===== src/rtl/jpeg_stream_reader.sv =====
// Drains a JPEG encoder's output FIFO over the XBAR read bus and re-emits it as a
// valid/ready bitstream, tagging the final beat with the encoder's end-bit count.
module jpeg_stream_reader #(
    parameter logic [31:0]         BASE_ADDR = 32'h0,
    parameter int unsigned         ID_W      = 4,
    parameter logic [ID_W-1:0]     MASTER_ID = '0,
    parameter int unsigned         OUT_DEPTH = 4
) (
    input  logic            clk,
    input  logic            rst,
    input  logic            start,
    output logic            busy,
    output logic            done,
    output logic            err,
    input  logic            end_interrupt,
    input  logic            error_interrupt,
    output logic            req,
    output logic [31:0]     add,
    output logic            wen,
    output logic [31:0]     wdata,
    output logic [3:0]      be,
    output logic [ID_W-1:0] id,
    input  logic            gnt,
    input  logic            r_valid,
    input  logic [31:0]     r_rdata,
    input  logic [ID_W-1:0] r_id,
    output logic            m_valid,
    output logic [31:0]     m_data,
    output logic            m_last,
    output logic [4:0]      m_last_bits,
    input  logic            m_ready,
    output logic [15:0]     word_count
);

    localparam int unsigned AW = $clog2(OUT_DEPTH);
    localparam logic [AW:0] DepthC = (AW + 1)'(OUT_DEPTH);

    typedef enum logic [3:0] {
        StIdle, StPollReq, StPollWait, StDataReq, StDataWait,
        StEndReq, StEndWait, StFlush, StAbort
    } state_e;

    state_e          state_q, state_d;
    logic            err_q, err_d, done_q, done_d;
    logic            eof_seen_q, eof_seen_d, eof_at_poll_q, eof_at_poll_d;
    logic [4:0]      remaining_q, remaining_d, eof_bits_q, eof_bits_d;
    logic [31:0]     hold_q, hold_d;
    logic            hold_v_q, hold_v_d, last_pushed_q, last_pushed_d;
    logic [15:0]     wcnt_q, wcnt_d;
    logic [31:0]     mem_q [OUT_DEPTH];
    logic [31:0]     mem_d [OUT_DEPTH];
    logic            last_q [OUT_DEPTH];
    logic            last_d [OUT_DEPTH];
    logic [4:0]      bits_q [OUT_DEPTH];
    logic [4:0]      bits_d [OUT_DEPTH];
    logic [AW-1:0]   wr_ptr_q, wr_ptr_d, rd_ptr_q, rd_ptr_d;
    logic [AW:0]     cnt_q, cnt_d;

    logic        rsp, pop, fifo_free, push, push_last, clear, outstanding, req_int;
    logic [31:0] push_data, addr;
    logic [4:0]  push_bits;

    assign rsp       = r_valid && (r_id == MASTER_ID);
    assign m_valid   = (cnt_q != '0);
    assign pop       = m_valid && m_ready;
    assign fifo_free = (cnt_q != DepthC);

    always_comb begin
        state_d       = state_q;
        err_d         = err_q;
        done_d        = 1'b0;
        eof_seen_d    = eof_seen_q;
        eof_at_poll_d = eof_at_poll_q;
        remaining_d   = remaining_q;
        eof_bits_d    = eof_bits_q;
        hold_d        = hold_q;
        hold_v_d      = hold_v_q;
        last_pushed_d = last_pushed_q;
        wcnt_d        = wcnt_q;
        req_int       = 1'b0;
        addr          = '0;
        push          = 1'b0;
        push_data     = hold_q;
        push_last     = 1'b0;
        push_bits     = '0;
        clear         = 1'b0;
        outstanding   = 1'b0;

        if (state_q != StIdle && end_interrupt) eof_seen_d = 1'b1;
        if (pop && wcnt_q != 16'hFFFF) wcnt_d = wcnt_q + 16'd1;

        unique case (state_q)
            StIdle: begin
                if (start) begin
                    state_d    = StPollReq;
                    err_d      = 1'b0;
                    eof_seen_d = 1'b0;
                    wcnt_d     = '0;
                    hold_v_d   = 1'b0;
                    clear      = 1'b1;
                end
            end
            StPollReq: begin
                req_int = 1'b1;
                addr    = BASE_ADDR + 32'h200;
                if (gnt) begin
                    eof_at_poll_d = eof_seen_q;
                    state_d       = StPollWait;
                end
            end
            StPollWait: begin
                if (rsp) begin
                    if (r_rdata[4:0] != 5'd0) begin
                        remaining_d = r_rdata[4:0];
                        state_d     = StDataReq;
                    end else if (eof_at_poll_q) begin
                        state_d = StEndReq;
                    end else begin
                        state_d = StPollReq;
                    end
                end
            end
            StDataReq: begin
                // Only request when the word that the response displaces has somewhere to go.
                if (fifo_free) begin
                    req_int = 1'b1;
                    addr    = BASE_ADDR;
                    if (gnt) state_d = StDataWait;
                end
            end
            StDataWait: begin
                if (rsp) begin
                    hold_d      = r_rdata;
                    hold_v_d    = 1'b1;
                    push        = hold_v_q;
                    remaining_d = remaining_q - 5'd1;
                    state_d     = (remaining_q == 5'd1) ? StPollReq : StDataReq;
                end
            end
            StEndReq: begin
                req_int = 1'b1;
                addr    = BASE_ADDR + 32'h300;
                if (gnt) state_d = StEndWait;
            end
            StEndWait: begin
                if (rsp) begin
                    eof_bits_d    = r_rdata[4:0];
                    last_pushed_d = 1'b0;
                    state_d       = StFlush;
                end
            end
            StFlush: begin
                if (!last_pushed_q && fifo_free) begin
                    push          = 1'b1;
                    push_data     = hold_v_q ? hold_q : 32'h0;
                    push_last     = 1'b1;
                    push_bits     = hold_v_q ? eof_bits_q : 5'd0;
                    hold_v_d      = 1'b0;
                    last_pushed_d = 1'b1;
                end
                if (pop && m_last) begin
                    done_d  = 1'b1;
                    state_d = StIdle;
                end
            end
            StAbort: begin
                if (rsp) state_d = StIdle;
            end
            default: state_d = StIdle;
        endcase

        // Abort: drop everything, but linger in StAbort until an in-flight read returns.
        if (state_q != StIdle && error_interrupt) begin
            err_d    = 1'b1;
            clear    = 1'b1;
            push     = 1'b0;
            hold_v_d = 1'b0;
            done_d   = 1'b0;
            unique case (state_q)
                StPollReq, StDataReq, StEndReq:            outstanding = req_int && gnt;
                StPollWait, StDataWait, StEndWait, StAbort: outstanding = !rsp;
                default:                                    outstanding = 1'b0;
            endcase
            state_d = outstanding ? StAbort : StIdle;
        end

        mem_d    = mem_q;
        last_d   = last_q;
        bits_d   = bits_q;
        wr_ptr_d = wr_ptr_q;
        rd_ptr_d = rd_ptr_q;
        cnt_d    = cnt_q;
        if (push) begin
            mem_d[wr_ptr_q]  = push_data;
            last_d[wr_ptr_q] = push_last;
            bits_d[wr_ptr_q] = push_bits;
            wr_ptr_d         = wr_ptr_q + 1'b1;
        end
        if (pop) rd_ptr_d = rd_ptr_q + 1'b1;
        if (push && !pop)      cnt_d = cnt_q + 1'b1;
        else if (!push && pop) cnt_d = cnt_q - 1'b1;
        if (clear) begin
            wr_ptr_d = '0;
            rd_ptr_d = '0;
            cnt_d    = '0;
        end
    end

    always_ff @(posedge clk) begin
        if (rst) begin
            state_q       <= StIdle;
            err_q         <= 1'b0;
            done_q        <= 1'b0;
            eof_seen_q    <= 1'b0;
            eof_at_poll_q <= 1'b0;
            remaining_q   <= '0;
            eof_bits_q    <= '0;
            hold_q        <= '0;
            hold_v_q      <= 1'b0;
            last_pushed_q <= 1'b0;
            wcnt_q        <= '0;
            wr_ptr_q      <= '0;
            rd_ptr_q      <= '0;
            cnt_q         <= '0;
        end else begin
            state_q       <= state_d;
            err_q         <= err_d;
            done_q        <= done_d;
            eof_seen_q    <= eof_seen_d;
            eof_at_poll_q <= eof_at_poll_d;
            remaining_q   <= remaining_d;
            eof_bits_q    <= eof_bits_d;
            hold_q        <= hold_d;
            hold_v_q      <= hold_v_d;
            last_pushed_q <= last_pushed_d;
            wcnt_q        <= wcnt_d;
            wr_ptr_q      <= wr_ptr_d;
            rd_ptr_q      <= rd_ptr_d;
            cnt_q         <= cnt_d;
        end
    end

    // Payload storage needs no reset: every read of it is qualified by the entry count.
    always_ff @(posedge clk) begin
        mem_q  <= mem_d;
        last_q <= last_d;
        bits_q <= bits_d;
    end

    assign busy        = (state_q != StIdle);
    assign done        = done_q;
    assign err         = err_q;
    assign req         = req_int;
    assign add         = addr;
    assign wen         = 1'b1;
    assign wdata       = '0;
    assign be          = 4'hF;
    assign id          = MASTER_ID;
    assign m_data      = m_valid ? mem_q[rd_ptr_q] : 32'h0;
    assign m_last      = m_valid && last_q[rd_ptr_q];
    assign m_last_bits = m_valid ? bits_q[rd_ptr_q] : 5'd0;
    assign word_count  = wcnt_q;

endmodule


===== config.mk =====
export PLATFORM = sky130hd
export DESIGN_NAME = jpeg_stream_reader
export DESIGN_NICKNAME = d
export VERILOG_FILES = /design/src/rtl/jpeg_stream_reader.sv
export SDC_FILE = /design/constraint.sdc
export NUM_CORES = 1
export LEC_CHECK = 0
export BUFFER_PORTS_ARGS = -buffer_cell sky130_fd_sc_hd__buf_4
export CAP_MARGIN = 20
export CORE_MARGIN = 4
export CORE_UTILIZATION = 51
export DETAILED_ROUTE_END_ITERATION = 10
export GPL_TIMING_DRIVEN = 1
export HOLD_SLACK_MARGIN = 0.08
export PLACE_DENSITY = 0.77
export SYNTH_ARGS = -nofsm -noshare
export SYNTH_HDL_FRONTEND = slang
export SYNTH_SLANG_ARGS = --single-unit

===== constraint.sdc =====
create_clock -name clk -period 2.85 [get_ports clk]
set_clock_uncertainty 0.1 [all_clocks]
set_input_delay 0.1425 -clock clk [delete_from_list [all_inputs] [get_ports clk]]
set_output_delay 0.1425 -clock clk [all_outputs]
set_load 0.02 [all_outputs]

== Word-level counts from Yosys, hierarchy flattened ==
Cells that the tools add are included.

* Bits in registers: 227
* Output and inout port bits: 132
* Word-level logic and storage cells: 183

* $add $sub $neg: 6
* Magnitude comparators: 3
* Eq/ne operators: 27
* Mux-type cells: 77
* Bitwise gates (word level): 3
* Reductions and logical operators: 41

{| class="wikitable"
|+ Operators with widths
! operator !! count
|-
| 32-bit 2-to-1 mux || 7
|-
| 128-bit bitwise mux || 1
|-
| 32-bit binary-select mux with 2-bit select || 1
|-
| 32-bit demux with 2-bit select || 1
|-
| 5-bit 2-to-1 mux || 10
|-
| 16-bit 2-to-1 mux || 3
|-
| 4-bit 2-to-1 mux || 12
|-
| 4-bit one-hot mux with 9 select lines || 1
|-
| 3-bit != test (second input constant) || 11
|-
| 1-bit 2-to-1 mux || 23
|-
| 20-bit bitwise mux || 1
|-
| 10-bit one-hot mux with 2 select lines || 1
|-
| 16-bit by 1-bit adder with 16-bit output (second input constant) || 1
|-
| 4-bit by 3-bit equality test with 1-bit output (second input constant) || 4
|-
| 16-bit != test (second input constant) || 1
|-
| 1-bit logical AND || 12
|-
| 3-bit 2-to-1 mux || 4
|-
| 2-bit != test (second input constant) || 6
|-
| 5-bit binary-select mux with 2-bit select || 1
|-
| 5-bit demux with 2-bit select || 1
|-
| 5-bit one-hot mux with 2 select lines || 1
|-
| 10-bit AND reduction || 1
|-
| 2-bit nonzero test || 5
|-
| 4-bit by 2-bit equality test with 1-bit output (second input constant) || 2
|-
| other kinds (28) || 46
|}

== Depth between registers and ports, before layout ==
Gate-level depths: netlist (run 1).

* Depth in word-level cells: 9
* Gate-level depth with buffers: 13
* Mapped depth without buffers: 10

== Worst setup path after synthesis (run 1) ==
Ideal clock, no wire load.

* Path type: flip-flop to flip-flop
* From: reg state_q[3]
* To: reg bits_q[0] (netlist name) (enable)
* Setup time: 399 ps
* Arrival time: 2,480 ps
* Required time: 2,351 ps
* Path slack: -129 ps
* Stages on the path, launching flop included: 8
* Path buffers: 3
* Path through: dfxtp_1 > buf_6 > or4_4 > buf_6 > and2_4 > buf_6 > a21oi_4 > and2_1

* Cells in the longest elaborated chain, start to end: 3
* Elaborated cells between the ends (all ways): 6

{| class="wikitable"
|+ Ends and longest elaborated chain
! what !! line !! source
|-
| from (decl) || 43 || <nowiki>state_e state_q, state_d;</nowiki>
|-
| from (signal assigned) || 211 || <nowiki>state_q <= StIdle;</nowiki>
|-
| from (signal assigned) || 226 || <nowiki>state_q <= state_d;</nowiki>
|-
| 4-bit nonzero test || -- ||
|-
| net busy || 12 || <nowiki>output logic busy,</nowiki>
|-
| 1-bit logical AND || 173 || <nowiki>if (state_q != StIdle && error_interrupt) begin</nowiki>
|-
| 1-bit 2-to-1 mux || 173 ||
|-
| net push || 59 || <nowiki>logic rsp, pop, fifo_free, push, push_last, clear, outstanding, req_int;</nowiki>
|-
| to (signal assigned) || 247 || <nowiki>bits_q <= bits_d;</nowiki>
|-
| to (decl) || 54 || <nowiki>logic [4:0] bits_q [OUT_DEPTH];</nowiki>
|}

The timed path passes the listed nets, and every way through them passes these cells.
A chain may end at the register's enable or synchronous reset.

== Final worst setup path (run 1) ==
* From: reg state_q[3]
* To: reg hold_v_q

* Cells in the longest elaborated chain, start to end: 3
* Elaborated cells between the ends (all ways): 12

{| class="wikitable"
|+ Ends and longest elaborated chain
! what !! line !! source
|-
| 4-bit by 3-bit equality test with 1-bit output (tied with other cells) || 92 || <nowiki>unique case (state_q)</nowiki>
|-
| 2-bit != test (no source line) (tied with other cells) || -- ||
|-
| 4-bit AND reduction (no source line) or 2-bit OR reduction (tied branches) || -- ||
|-
| to (signal assigned) || 234 || <nowiki>hold_v_q <= hold_v_d;</nowiki>
|-
| to (decl) || 48 || <nowiki>logic hold_v_q, hold_v_d, last_pushed_q, last_pushed_d;</nowiki>
|}

Parallel ways exist; a longest one is shown, timed or not.

==> results of run 1 <==
[cell usage in the layout (no fill, tap or decap), types with 3 or more instances in the layout]
cell type,Yosys,layout
ha_1,8,8
bufinv_16,0,6
and2_1,43,39
nand4_1,6,6
mux2i_1,11,11
nand3_1,8,8
nor2_1,38,36
buf_12,0,6
nor3_1,13,13
edfxtp_1,152,152
buf_4,71,119
mux4_2,38,38
nand2b_1,3,3
dfxtp_1,75,73
and2_2,0,4
xor2_1,4,4
a21oi_1,48,48
nor2b_1,32,32
inv_1,15,15
conb_1,2,71
dlygate4sd3_1,0,70
nor4_1,6,6
nand2_1,79,79
xnor2_1,14,14
clkbuf_16,0,24
or3_1,5,5
clkbuf_1,19,6
and3_1,7,7
o21ai_0,13,13
nor2_2,6,8
[per-layer routing]
metal / GRT usage (%) / up-vias
met2: 34.1 / 193
met4: 4.90 / 0
li1: - / 3036
met1: 25.9 / 3161
met5: 0 / -
met3: 3.05 / 32
[repair_timing]
action	in CTS	in global routing
endpoints found under the hold margin	50	0
setup endpoints to repair	0	2
resized for setup	0	1
hold buffers	70	0
[per-stage QoR]
stage	std cells	cell area, sq um	hold WS, ns
2_1_floorplan	850	10300	0.178
3_3_place_gp	1130	11000	0.285
3_5_place_dp	1130	11000	0.280
4_1_cts	1244	12500	0.0927
5_1_grt	1244	12500	0.134
6_report	1244	12500	0.108
[report_power, final]
group          internal, uW  switching (uW)  leakage (uW)
Combinational           300             458       0.00216
Sequential             3500            27.8       0.00169
Clock                  2140            1260      0.000424
Total                  5930            1740       0.00428
[logic make-up (layout without fill, tap and decap cells)]
kind of cell	after synthesis	after routing	synth area share, %
xor gates and xnor gates	18	18	1.56
AOI/OAI and AO/OA	86	86	5.61
buffers and inverters	125	254	7.76
muxes	49	49	9.58
and+or+nand+nor	265	265	14.0
other	2	71	0.0745
DFF	227	227	60.2
adders and majority gates	9	9	1.19
[path summary, 6_finish.rpt]
| check | start | end | depth (start not counted) |
|---|---|---|---|
| setup / recovery | state_q[3]$_SDFFE_PP0P_ | hold_v_q$_SDFFE_PP0P_ | 7 |
| setup reg to reg | state_q[3]$_SDFFE_PP0P_ | hold_v_q$_SDFFE_PP0P_ | 7 |
| hold / removal | r_id[0] | wr_ptr_q[0]$_SDFFE_PP0P_ | 6 |
| hold reg to reg | hold_q[4]$_SDFFE_PP0P_ | hold_q[4]$_SDFFE_PP0P_ | 2 |
[registers in the layout, indices dropped and copies added (netlist names), 4 cells and up]
signal and cells:
last_q 4, word_count 16, remaining_q 5, mem_q 128
hold_q 32, eof_bits_q 5, state_q 4, bits_q 20
[critical path: stages (launching register included)]
cell,delay [ns]
dfxtp_1,0.33
buf_4,0.20
or4b_4,0.63
nor2_2,0.16
buf_12,0.22
o22ai_1,0.10
nor4_1,0.23
dlygate4sd3_1,0.61
[area by class of cell]
class	count	area share [%]
clock buffer	31	5.07
timing repair buffer	195	13.7
tap	265	2.64
sequential	227	48.4
clock inverter	13	1.90
inverter	15	0.449
multi-input combinational	498	27.9
==> impl_metrics.yaml, run 1 <==
routing:
  drc: 0
  viasPerCell: 5.16
  wl_met2_mm: 11.4
  drtIter0Drc: 424
  top_layer_used: "met4"
  wl_per_cell_microns: 17.7
  drtAntennaViolNets: 0
  met3_wirelength_mm: 1.18
  drt_first_pass_iters: 5
  routed_wirelength_mm: 22.0
  num_vias: 6422
  wl_met1_mm: 9.01
yosys:
  synthTopCellsByCount: "152 x edfxtp_1, 79 x nand2_1, 75 x dfxtp_1"
  avgSynthCellArea_sq_um: 12.9
  ys_warn_count: 0
  async_flop_share_pct: 0
  yosysSeqAreaShare_pct: 60.2
  synth_area_leaders: "edfxtp_1 45%, dfxtp_1 15%, mux4_2 8.5%"
  syn_inst: 781
  yosysMostFrequentCell: "edfxtp_1"
  synth_edf_count: 152
  ys_seq_elements: 227
  synth.distinct_cells: 65
  synth_top_area_share_pct: 45.3
  syn_area_sq_um: 10100
  ys.flop_type: "edfxtp_1"
  post-synth-top-area-cell: "edfxtp_1"
grt:
  grt_pass1_wl_mm: 34.3
  track_usage_pct: 19.6
  antenna_found_initial: 0
  overflow: 0
  grt_max_degree: 50
  grt_pass1_vias: 6390
sta:
  worst_slack_ns: 0.212
  slew_headroom_pct: 57.5
  min_period_ns: 2.64
  clock.fmax_mhz: 379
  finalMaxSlewViolations: 0
  rsz0062_at_grt: "false"
  finalHoldViolCount: 0
  setup_viol: 0
  tightest_slew_ns: 0.637
  period_share_pct: 92.6
  setup_tns_ns: 0
power_and_ir_drop:
  design_power_total_uw: 7680
  ir_drop_mv: 0.610
  p_leak_uw: 0.00428
  power.density_nw_per_um2: 612
floorplanning:
  fp.coreArea_sq_um: 19500
  io_pins: 176
  dieArea_sq_um: 22100
  die_x_microns: 149
  initial_core_util_pct: 51.8
  core.rowCount: 51
  die_h_microns: 149
setup_path:
  cp.required_ns: 3.19
  rrSetupSlack_ns: 0.21
  crit_fanout: 33
  path_class: "reg2reg"
  crit_path_start_kind: "flip-flop"
  worstPathArrival_ns: 2.98
  cp-end-kind: "flip-flop"
clock_tree:
  cts_tree: "yes"
  clock_latency_ns: 0.51
  cts.reportedPaths.clkPinSlew_ns: 0.06
  cts_setup_buffers: 0
  cts_buffer_depth: 3
  cts.sink_count: 227
  clock-root-buffer: "clkbuf_16"
  htreeDepth: 1
  cts_buffers: 24
placement:
  port_buffers: 104
  post-place-ws_ns: 0.266
  place.gp.congestion: 0.866
  hpwl_mm: 12.4
final_layout:
  final_util_pct: 64.5
  syn_to_final_growth_pct: 24.5
  drive_gt1_share_pct: 23.4
  ff_latch_area_sq_um: 6070
  fillerInstances: 1412
  diodes: 0
  multi_input_area_sq_um: 3500
  final_nets: 1014
min_path:
  hp-class: "in2reg"
job:
  maxCapViolations: 0
outcome:
  status: "finished, final reports clean"
(Power assumes the default switching activity.)
==> inputs of run 2 (changes only) <==
--- a/config.mk
+++ b/config.mk
@@ -10,7 +10,7 @@
 export CORE_MARGIN = 4
 export CORE_UTILIZATION = 51
 export DETAILED_ROUTE_END_ITERATION = 10
-export GPL_TIMING_DRIVEN = 1
+export GPL_TIMING_DRIVEN = 0
 export HOLD_SLACK_MARGIN = 0.08
 export PLACE_DENSITY = 0.77
 export SYNTH_ARGS = -nofsm -noshare
==> impl_metrics.yaml, run 2 (same netlist as run 1, synthesis figures left out) <==
outcome:
  status: "finished, final reports clean"
final_layout:
  layout_common_cells: "181 x buf_4, 152 x edfxtp_1, 79 x nand2_1, 75 x dfxtp_1, 71 x conb_1"
  final_cell_area_sq_um: 12700
  largest_reg_flops: 128
  fillerInstances: 1408
  diodes: 0
  drive_gt1_share_pct: 29.0
  top_register: "mem_q"
  final_common_cell: "buf_4"
  final_nets: 1078
  reg.largest.list: "mem_q: 128 flops, hold_q: 32 flops, bits_q: 20 flops"
  syn_to_final_growth_pct: 26.2
min_path:
  hp-class: "in2reg"
grt:
  overflow: 0
  track_usage_pct: 18.3
  antenna_found_initial: 0
  grt_pass1_vias: 6408
  grt_pass1_wl_mm: 32.5
  grt_max_degree: 39
floorplanning:
  dieArea_sq_um: 22100
  die_h_microns: 149
  initial_core_util_pct: 51.8
  core.rowCount: 51
  die_x_microns: 149
  io_pins: 176
  fp.coreArea_sq_um: 19500
routing:
  drc: 0
  routed_wirelength_mm: 20.5
  viasPerCell: 4.94
  drtAntennaViolNets: 0
  drt_first_pass_iters: 5
  wl_per_cell_microns: 15.6
  num_vias: 6457
  drtIter0Drc: 298
placement:
  port_buffers: 104
  place.gp.congestion: 0.911
  hpwl_mm: 13.7
  place_area_sq_um: 11500
setup_path:
  path_class: "reg2reg"
  crit_fanout: 10
  cp.required_ns: 3.15
  cp-end-kind: "flip-flop"
  crit_path_start_kind: "flip-flop"
  worstPathArrival_ns: 3.04
clock_tree:
  cts_buffers: 24
  cts.reportedPaths.clkPinSlew_ns: 0.06
  clock_latency_ns: 0.51
  cts.sink_count: 227
  cts_buffer_depth: 3
  cts_tree: "yes"
  clock-root-buffer: "clkbuf_16"
  htreeDepth: 1
sta:
  setup_viol: 0
  finalMaxSlewViolations: 0
  min_period_ns: 2.74
  rsz0062_at_grt: "true"
  slew_headroom_pct: 53.5
  tightest_slew_ns: 0.698
  finalHoldViolCount: 0
  period_share_pct: 96.1
  clock.fmax_mhz: 365
  whs_ns: 0.119
power_and_ir_drop:
  ir_drop_mv: 0.515
  p_leak_uw: 0.00444
  power.density_nw_per_um2: 583
  design_power_total_uw: 7420
job:
  maxCapViolations: 0
[run 2: cell types whose count changed in the layout (fill, tap and decap cells not counted), sizes merged, moves of 2 or more]
cell | before | now
clkbuf | 31 | 53
inv | 15 | 17
bufinv | 6 | 1
clkinv | 7 | 9
dlygate4sd3 | 70 | 40
buf | 125 | 197
[run 2: stage by stage]
step | util, % | setup TNS, ns | cells | setup slack [ns]
after floorplan | - | 0 | 850 | 0.0985
after global placement | 58.9 | -37.27 | 1219 | -0.251
after detailed placement | 58.9 | -41.10 | 1219 | -0.308
after CTS | 65.1 | 0 | 1304 | 0.0409
after global routing | 65.3 | -0.0337 | 1308 | -0.0337
final | 65.3 | 0 | 1308 | 0.111
[run 2: what timing repair did]
action / in CTS / in global routing
setup buffers: 1 / 4
setup endpoints to repair: 181 / 146
pin swaps: 1 / 4
resized for setup: 11 / 4
endpoints found under the hold margin: 59 / 0
hold buffers: 40 / 0
[run 2: power by group]
part | internal (uW) | switching, uW | total, uW
combinational | 404 | 500 | 904
sequential | 3500 | 18.5 | 3510
clock | 1760 | 1240 | 3000
[run 2: worst paths after layout]
check | start | endpoint | slack (ns) | depth (start not counted)
setup / recovery | state_q[3]$_SDFFE_PP0P_ | cnt_q[2]$_SDFFE_PP0P_ | 0.11 | 13
hold / removal | r_id[2] | remaining_q[2]$_SDFFE_PP0P_ | 0.12 | 6
hold reg to reg | hold_q[14]$_SDFFE_PP0P_ | hold_q[14]$_SDFFE_PP0P_ | 0.35 | 2
setup reg to reg | state_q[3]$_SDFFE_PP0P_ | cnt_q[2]$_SDFFE_PP0P_ | 0.11 | 13
[run 2: cell type report]
cell class	instances	area, sq um	share of cell area [%]
well taps	265	332	2.61
plain buffers	110	743	5.84
repair buffers	149	1220	9.58
inverters	15	56.3	0.443
flip-flops and latches	227	6070	47.7
clock buffers	32	671	5.27
clock inverters	12	106	0.836
multi-input cells	498	3520	27.7
[run 2: per-layer routing]
metal	global-route usage [%]	wire, microns	up-vias
met4	3.97	379	0
met5	0	0	-
met1	24.3	8460	3069
met2	32.1	10300	197
li1	-	-	3160
met3	2.96	1280	31
[run 2: critical path, stage by stage, from the launching register on]
cell and delay (ns):
dfxtp_1 0.30, buf_6 0.13, or4_4 0.53, buf_6 0.15
and2_4 0.15, buf_6 0.13, a21oi_4 0.15, ha_4 0.16
inv_1 0.05, fa_2 0.32, xor2_1 0.14, nor2_1 0.13
xnor2_1 0.15, nor2_2 0.04
==> inputs of run 3 (changes only) <==
--- a/config.mk
+++ b/config.mk
@@ -8,11 +8,11 @@
 export BUFFER_PORTS_ARGS = -buffer_cell sky130_fd_sc_hd__buf_4
 export CAP_MARGIN = 20
 export CORE_MARGIN = 4
-export CORE_UTILIZATION = 51
+export CORE_UTILIZATION = 55
 export DETAILED_ROUTE_END_ITERATION = 10
 export GPL_TIMING_DRIVEN = 0
 export HOLD_SLACK_MARGIN = 0.08
-export PLACE_DENSITY = 0.77
+export PLACE_DENSITY = 0.79
 export SYNTH_ARGS = -nofsm -noshare
 export SYNTH_HDL_FRONTEND = slang
 export SYNTH_SLANG_ARGS = --single-unit
==> constraint.sdc (replaced) <==
create_clock -name clk -period 2.8 [get_ports clk]
set_clock_uncertainty 0.1 [all_clocks]
set_input_delay 0.14 -clock clk [delete_from_list [all_inputs] [get_ports clk]]
set_output_delay 0.14 -clock clk [all_outputs]
set_load 0.02 [all_outputs]
==> impl_metrics.yaml, run 3 (same netlist as run 1, synthesis figures left out) <==
final_layout:
  finalNonFillerCells: 1266
  top_register: "mem_q"
  final_common_cell: "buf_4"
  layout_common_cells: "179 x buf_4, 152 x edfxtp_1, 79 x nand2_1, 75 x dfxtp_1, 71 x conb_1"
  reg.largest.list: "mem_q: 128 flops, hold_q: 32 flops, bits_q: 20 flops"
  final_util_pct: 70.0
  drive_gt1_share_pct: 28.3
  largest_reg_flops: 128
  diodes: 0
  final_nets: 1074
  fillerInstances: 1247
  syn_to_final_growth_pct: 24.8
placement:
  post-place-ws_ns: -0.341
  dp.cells: 1183
  port_buffers: 104
  place.gp.congestion: 0.888
  hpwl_mm: 13.8
power_and_ir_drop:
  p_leak_uw: 0.00439
  internal-power_uw: 5650
  pwr-share-comb_pct: 12.5
  switching_share_pct: 23.0
  seq_power_share_pct: 48.7
  design_power_total_uw: 7340
  p_clk_share_pct: 38.7
  ir_drop_mv: 0.498
  net-switching-power_uw: 1690
  power.density_nw_per_um2: 583
floorplanning:
  core.rowCount: 49
  io_pins: 176
  dieArea_sq_um: 20600
  initial_core_util_pct: 56.1
  fp.coreArea_sq_um: 18000
  die_h_microns: 143
  die_x_microns: 143
clock_tree:
  clock_latency_ns: 0.49
  htreeDepth: 1
  cts.reportedPaths.clkPinSlew_ns: 0.07
  cts.sink_count: 227
  cts_buffer_depth: 3
  cts_buffers: 22
  cts_tree: "yes"
  clock-root-buffer: "clkbuf_16"
setup_path:
  cp-end-kind: "flip-flop"
  worstPathCellList: "buf_6 -> or4_4 -> buf_6 -> and2_4 -> buf_6 -> a21oi_4 -> buf_4 -> and2_4"
  worstPathArrival_ns: 2.77
  crit_fanout: 38
  cp.required_ns: 2.82
  cp_slowest_cell: "and2_4"
  cpPeakStageDelay_ns: 0.55
  cp_common_cell: "buf_6"
  path_class: "reg2reg"
  crit_path_start_kind: "flip-flop"
sta:
  slew_headroom_pct: 53.4
  finalMaxSlewViolations: 0
  min_period_ns: 2.75
  clock.fmax_mhz: 364
  worst_slack_ns: 0.0515
  period_share_pct: 98.2
  rsz0062_at_grt: "true"
  setup_viol: 0
  tightest_slew_ns: 0.699
  finalHoldViolCount: 0
grt:
  overflow: 0
  antenna_found_initial: 0
  grt_pass1_wl_mm: 33.2
  track_usage_pct: 20.3
  grt_max_degree: 39
  grt_pass1_vias: 6344
routing:
  wl_per_cell_microns: 16.8
  drtIter0Drc: 460
  num_vias: 6509
  routed_wirelength_mm: 21.3
  drt_first_pass_iters: 5
  viasPerCell: 5.14
  drtAntennaViolNets: 0
  drc: 0
job:
  maxCapViolations: 0
min_path:
  hp-class: "in2reg"
outcome:
  status: "finished, final reports clean"
==> run 3: cell count changes in the layout (fill, tap and decap cells not counted) <==
cell,change
clkbuf_4,-1
clkbuf_2,+1
clkinvlp_4,+1
buf_2,+1
clkinv_1,-1
inv_8,-1
clkbuf_8,-1
clkbuf_16,-1
clkinv_8,-1
clkbuf_1,+4
buf_4,-2
inv_6,-1
clkinv_4,-1
clkinv_2,-3
==> run 3: repair_timing <==
action / 4_1_cts / 5_1_grt
hold buffers: 40 / 0
pin swaps: 0 / 7
setup buffers: 2 / 1
endpoints found under the hold margin: 59 / 0
cloned: 0 / 0
resized for setup: 12 / 4
endpoints found under the setup margin: 182 / 165
==> run 3: final cells by class <==
type	instances	area (sq um)	area share (%)
clock inverters	5	50.0	0.398
inverters	15	56.3	0.448
clock buffers	35	651	5.17
flip-flops and latches	227	6070	48.2
multi-input cells	498	3520	28.0
plain buffers	110	742	5.90
repair buffers	147	1200	9.57
well taps	229	287	2.28
==> run 3: metal layers <==
metal | GRT usage, % | part of all wire (%)
met2 | 36.0 | 52
met3 | 2.53 | 5.0
met1 | 27.1 | 41
met4 | 4.81 | 1.7
met5 | 0 | 0
==> run 3: critical path: cells and delay by family, from the launching register on <==
family / cells / cell delay (ns)
and+or+nand+nor: 3 / 1.23
buffers and inverters: 4 / 0.57
DFF: 1 / 0.31
AOI/OAI and AO/OA: 1 / 0.16
==> run 3: per-stage QoR <==
step	instance area (sq um)	TNS, ns	hold WS, ns
after floorplan	10300	0	0.176
after global placement	11400	-45.10	0.269
after detailed placement	11400	-48.79	0.273
after CTS	12600	0	0.118
after global routing	12600	-3.76	0.178
final	12600	0	0.135
==> run 3: path summary, 6_finish.rpt <==
kind,from,to,slack [ns],depth (start not counted)
hold reg to reg,hold_q[4]$_SDFFE_PP0P_,hold_q[4]$_SDFFE_PP0P_,0.35,2
setup / recovery,state_q[3]$_SDFFE_PP0P_,mem_q[98]$_DFFE_PP_,0.05,8
hold / removal,r_id[0],wr_ptr_q[0]$_SDFFE_PP0P_,0.13,6
setup reg to reg,state_q[3]$_SDFFE_PP0P_,mem_q[98]$_DFFE_PP_,0.05,8
==> run 3: power by group through the flow <==
stage | clock network [uW] | registers (uW) | logic [uW]
floorplan | 0 | 3650 | 643
global placement | 0 | 3650 | 843
detailed placement | 0 | 3650 | 843
CTS | 2890 | 3580 | 900
global route | 3050 | 3580 | 983
finish | 2840 | 3580 | 917
